<file path="src/rtl/fetch_pc_ctrl.sv">
`default_nettype none
// ============================================================================
// Module      : fetch_pc_ctrl
// Description : Fetch-stage sequencer. Owns the fetch PC, issues one icache
//               request at a time, applies prioritised redirects, squashes
//               stale responses and feeds the decoder through an output
//               register backed by a 1-entry skid buffer.
// Revision    : 1.0 - initial release
// ============================================================================
module fetch_pc_ctrl #(
  parameter int              ADDR       = 32,
  parameter int              INST       = 32,
  parameter logic [ADDR-1:0] RESET_VEC  = '0,
  parameter int              INST_BYTES = 4
) (
  input  logic            clk,
  input  logic            reset_,
  input  logic            exc_redirect,
  input  logic [ADDR-1:0] exc_pc,
  input  logic            br_redirect,
  input  logic [ADDR-1:0] br_pc,
  input  logic            pred_taken,
  input  logic [ADDR-1:0] pred_target,
  output logic            ic_req,
  output logic [ADDR-1:0] ic_pc,
  input  logic            ic_ready,
  input  logic            ic_valid,
  input  logic [INST-1:0] ic_inst,
  output logic            dec_valid,
  output logic [ADDR-1:0] dec_pc,
  output logic [INST-1:0] dec_inst,
  input  logic            dec_stall
);

  localparam logic [ADDR-1:0] c_inc = ADDR'(INST_BYTES);

  typedef enum logic [1:0] {
    S_IDLE = 2'd0,
    S_REQ  = 2'd1,
    S_WAIT = 2'd2,
    S_DROP = 2'd3
  } state_t;

  state_t          r_state;
  state_t          w_state_nxt;
  logic [ADDR-1:0] r_pc;
  logic [ADDR-1:0] w_pc_nxt;
  logic            r_skid_valid;
  logic [ADDR-1:0] r_skid_pc;
  logic [INST-1:0] r_skid_inst;

  logic            w_redirect;
  logic [ADDR-1:0] w_redir_pc;
  logic            w_accept;
  logic            w_capture;
  logic            w_flush;
  logic            w_dec_free;

  // Exception outranks branch mispredict when both redirect together.
  assign w_redirect = exc_redirect | br_redirect;
  assign w_redir_pc = exc_redirect ? exc_pc : br_pc;
  assign ic_pc      = r_pc;
  assign w_accept   = ic_req & ic_ready;
  assign w_flush    = w_redirect & (r_state != S_IDLE);
  assign w_dec_free = ~dec_valid | ~dec_stall;

  // State register.
  always_ff @(posedge clk) begin
    if (!reset_) r_state <= S_IDLE;
    else         r_state <= w_state_nxt;
  end

  // Next-state, next-PC and request generation.
  always_comb begin
    w_state_nxt = r_state;
    w_pc_nxt    = r_pc;
    w_capture   = 1'b0;
    ic_req      = 1'b0;
    case (r_state)
      S_IDLE: begin
        w_state_nxt = S_REQ;
        if (w_redirect) w_pc_nxt = w_redir_pc;
      end
      S_REQ: begin
        // Hold off new requests while the skid is occupied.
        ic_req = ~r_skid_valid;
        if (w_redirect) begin
          w_pc_nxt    = w_redir_pc;
          // An accepted request for the old PC is now stale.
          w_state_nxt = w_accept ? S_DROP : S_REQ;
        end else if (w_accept) begin
          w_state_nxt = S_WAIT;
        end
      end
      S_WAIT: begin
        if (ic_valid) begin
          w_state_nxt = S_REQ;
          if (w_redirect) begin
            w_pc_nxt = w_redir_pc;
          end else begin
            w_capture = 1'b1;
            w_pc_nxt  = pred_taken ? pred_target : r_pc + c_inc;
          end
        end else if (w_redirect) begin
          w_pc_nxt    = w_redir_pc;
          w_state_nxt = S_DROP;
        end
      end
      S_DROP: begin
        // The outstanding response is consumed and discarded; pc untouched.
        if (ic_valid)   w_state_nxt = S_REQ;
        if (w_redirect) w_pc_nxt    = w_redir_pc;
      end
      default: w_state_nxt = S_IDLE;
    endcase
  end

  // Fetch PC register.
  always_ff @(posedge clk) begin
    if (!reset_) r_pc <= RESET_VEC;
    else         r_pc <= w_pc_nxt;
  end

  // Decode output register and skid buffer; skid drains before new captures.
  always_ff @(posedge clk) begin
    if (!reset_) begin
      dec_valid    <= 1'b0;
      dec_pc       <= '0;
      dec_inst     <= '0;
      r_skid_valid <= 1'b0;
      r_skid_pc    <= '0;
      r_skid_inst  <= '0;
    end else if (w_flush) begin
      dec_valid    <= 1'b0;
      r_skid_valid <= 1'b0;
    end else if (w_dec_free) begin
      if (r_skid_valid) begin
        dec_valid    <= 1'b1;
        dec_pc       <= r_skid_pc;
        dec_inst     <= r_skid_inst;
        r_skid_valid <= w_capture;
        if (w_capture) begin
          r_skid_pc   <= r_pc;
          r_skid_inst <= ic_inst;
        end
      end else if (w_capture) begin
        dec_valid <= 1'b1;
        dec_pc    <= r_pc;
        dec_inst  <= ic_inst;
      end else begin
        dec_valid <= 1'b0;
      end
    end else if (w_capture) begin
      r_skid_valid <= 1'b1;
      r_skid_pc    <= r_pc;
      r_skid_inst  <= ic_inst;
    end
  end

endmodule
`default_nettype wire
</file>
<file path="config.mk">
export PLATFORM = sky130hd
export DESIGN_NAME = fetch_pc_ctrl
export DESIGN_NICKNAME = d
export VERILOG_FILES = /design/src/rtl/fetch_pc_ctrl.sv
export SDC_FILE = /design/constraint.sdc
export NUM_CORES = 1
export LEC_CHECK = 0
export ABC_AREA = 1
export CAP_MARGIN = 20
export CORE_ASPECT_RATIO = 0.6
export CORE_UTILIZATION = 49
export CTS_CLUSTER_SIZE = 12
export DETAILED_ROUTE_END_ITERATION = 6
export PLACE_DENSITY = 0.81
export SETUP_SLACK_MARGIN = 0.4
export SLEW_MARGIN = 20
export SYNTH_ARGS = -nofsm -noshare
export SYNTH_HDL_FRONTEND = slang
export SYNTH_SLANG_ARGS = --single-unit
</file>
<file path="constraint.sdc">
create_clock -name clk -period 2.2 [get_ports clk]
set_clock_uncertainty 0.05 [all_clocks]
set_input_delay 0.66 -clock clk [delete_from_list [all_inputs] [get_ports clk]]
set_output_delay 0.66 -clock clk [all_outputs]
set_load 0.01 [all_outputs]
</file>
==> metrics.txt <==
RSZ-0062 raised after global routing=true; Worst-path clk slew=0.07 ns; syn_nets=1,425; CTS tree=done; Worst Setup End Kind=primary output; synthesized area=8499 µm²; clock tree sinks=164; initial antenna violation count=0; Yosys warning count=0; Setup CP Type=reg2out; Die Wd=172.0 µm; wire per inst=16.40 µm; PortBufs=233; relative slew slack=64.48%; clock period minus worst slack=1.964 ns; EDFF count, synth=0; Unique masters post-synth=36; Max-Cap Viols=0; DRC viols=0; pwr dens=590.8 nW/µm²; Post-Syn Area per Cell=6.625 µm²; setup violators final=0; first-pass GRT wire length=45.06 mm; Max clock buf depth=2; Synth Flop Type=dfxtp_1; number of global-route vias before repair=8,752; Slew Limit Fails=0; Initial Util=51.28%; final hold vios=0; GPL Wtd Cong=0.9592; Post-CTS Hold Fix Bufs=0; FILL cells=1,367; CTS Buf Count=17; core box area=16,580 µm²; Die Height=104.0 µm; total grt overflow=0; sequential fraction of the synthesis area=38.63%; Lkg Pwr=4.887 nW; FP Rows=36; ys async rst share=0%; final WL=29.03 mm; Mapped Cells=1,283; setup TNS=0 ns; H-tree depth=4; DR iter-0 viols=1,081; drt first pass iters=5; HP Class=reg2reg; final net count=1,671; critical path launch point type=flop; Vias/cell=5.453; critical path arrival=1.25 ns; Seq cells post-synth=164; fin crit share=89.29%; Max Clk Rate=509.1 MHz; final antenna-violating net count=0; full die area=17,890 µm²; Reg area=3362 µm²; CP Data Required Time=1.49 ns; outcome=finished clean; largest net degree at the start of global routing=137; layout cells sized above 1=13.10%; Total GRT Usage=31.81%; Worst VDD drop=0.0005191 V; worst-skew pair later-pin latency=0.43 ns; multi-input gate area in the final layout=4139 µm²; worst-margin pin slew=0.5295 ns; DR vias=9,652; synthesis-to-layout area growth=42.69%; # diodes=0; I/O pin cnt=234; Final HPWL DP=19.94 mm; Final Util=73.17%; Max FO, Critical Path=3; CTS root buf=clkbuf_16
-- repair_timing --
action                                  CTS  global route
pin swaps                                 4             7
endpoints found under the setup margin  258           169
setup buffers                             4             9
gates resized for setup                 191            84
gates cloned                              5             1
-- per-layer routing --
| metal | track usage, % | wire length [µm] | vias up |
|---|---|---|---|
| li1 | - | - | 4682 |
| met1 | 46.39 | 12910 | 4449 |
| met2 | 47.67 | 12860 | 489 |
| met3 | 7.078 | 2955 | 32 |
| met4 | 6.384 | 300 | 0 |
| met5 | 0 | 0 | - |
-- metrics by stage --
step	total power, mW	worst slack, ns	cells	cell area, µm²	hold WS, ns
final	7.165	0.2357	1770	12130	0.3909
after global routing	7.400	0.2100	1770	12130	0.4074
after CTS	7.117	0.1881	1760	11980	0.3945
after detailed placement	4.196	-0.2696	1719	11190	0.3864
after global placement	4.188	-0.2130	1719	11190	0.3817
after floorplan	3.615	0.4166	1283	8499	0.3737
-- critical path, stage by stage, from the launching register on --
cell and delay (ns):
dfxtp_4 0.36, inv_4 0.06, ha_4 0.15, inv_4 0.04, nor2_4 0.12, buf_6 0.11
-- cells in the final DEF, fill, tap and decap left out, types with 3 or more instances in the layout --
cell / n
a21oi_1: 185
a31oi_1: 12
buf_12: 12
buf_4: 55
buf_6: 7
clkbuf_16: 18
clkbuf_2: 20
clkdlybuf4s15_1: 21
clkdlybuf4s50_1: 130
clkinv_8: 4
dfxtp_1: 137
dfxtp_2: 9
dfxtp_4: 18
dlygate4sd2_1: 56
ha_1: 3
inv_1: 187
inv_4: 3
inv_8: 4
nand2_1: 216
nand2_2: 9
nand3_1: 49
nand4_1: 5
nor2_1: 93
nor2_2: 7
nor2_4: 7
nor3_1: 3
o211ai_1: 3
o21ai_0: 104
o21ai_1: 109
o22ai_1: 4
o2bb2ai_1: 12
-- worst paths after layout --
check                  start          end  slack [ns]  depth (start not counted)
setup / recovery  r_state[1]       ic_req        0.24                          5
hold / removal    dec_pc[19]   dec_pc[19]        0.39                          2
setup reg to reg  r_state[0]  dec_inst[2]        0.35                          9
hold reg to reg   dec_pc[19]   dec_pc[19]        0.39                          2
-- logic make-up (layout without fill, tap and decap cells) --
logic type | after synthesis | after routing | synth area share [%]
buf+inv | 277 | 535 | 14.37
fa+ha+maj | 6 | 6 | 0.8832
mux | 1 | 1 | 0.1178
compound gates | 441 | 442 | 27.20
simple gates | 393 | 393 | 18.70
flops | 164 | 164 | 38.63
xor+xnor | 1 | 1 | 0.1031
-- Yosys cell counts, types with 6 or more instances --
library cell,count,area share (%)
clkbuf_1,31,1.4
a21oi_1,187,11
buf_6,19,2.5
o21ai_0,108,6.4
buf_2,28,1.6
o2bb2ai_1,12,1.2
dfxtp_1,164,39
nor2_1,100,4.4
a31oi_1,12,0.88
inv_1,189,8.3
ha_1,6,0.88
nand3_1,50,2.9
o21ai_1,107,6.3
nand2_1,224,9.9
nor2_2,6,0.44
-- layout make-up --
cell class | count | area share, %
Sequential cell | 164 | 27.72
Tap cell | 228 | 2.352
Clock inverter | 15 | 1.362
Clock buffer | 17 | 3.508
Inverter | 193 | 6.035
Multi-Input combinational cell | 843 | 34.13
Timing Repair Buffer | 310 | 24.89
-- where the power goes --
group | internal (mW) | switching (mW)
clock | 1.52 | 1.45
sequential | 3.03 | 0.0825
combinational | 0.540 | 0.542
total | 5.09 | 2.07
-- registers in the layout, summed over array words and instances (netlist names) --
register and count:
dec_inst 32, dec_pc 32, dec_valid 1, ic_pc 32
r_skid_inst 32, r_skid_pc 32, r_skid_valid 1, r_state 2
Note: power is estimated with default switching activity, not from simulation.
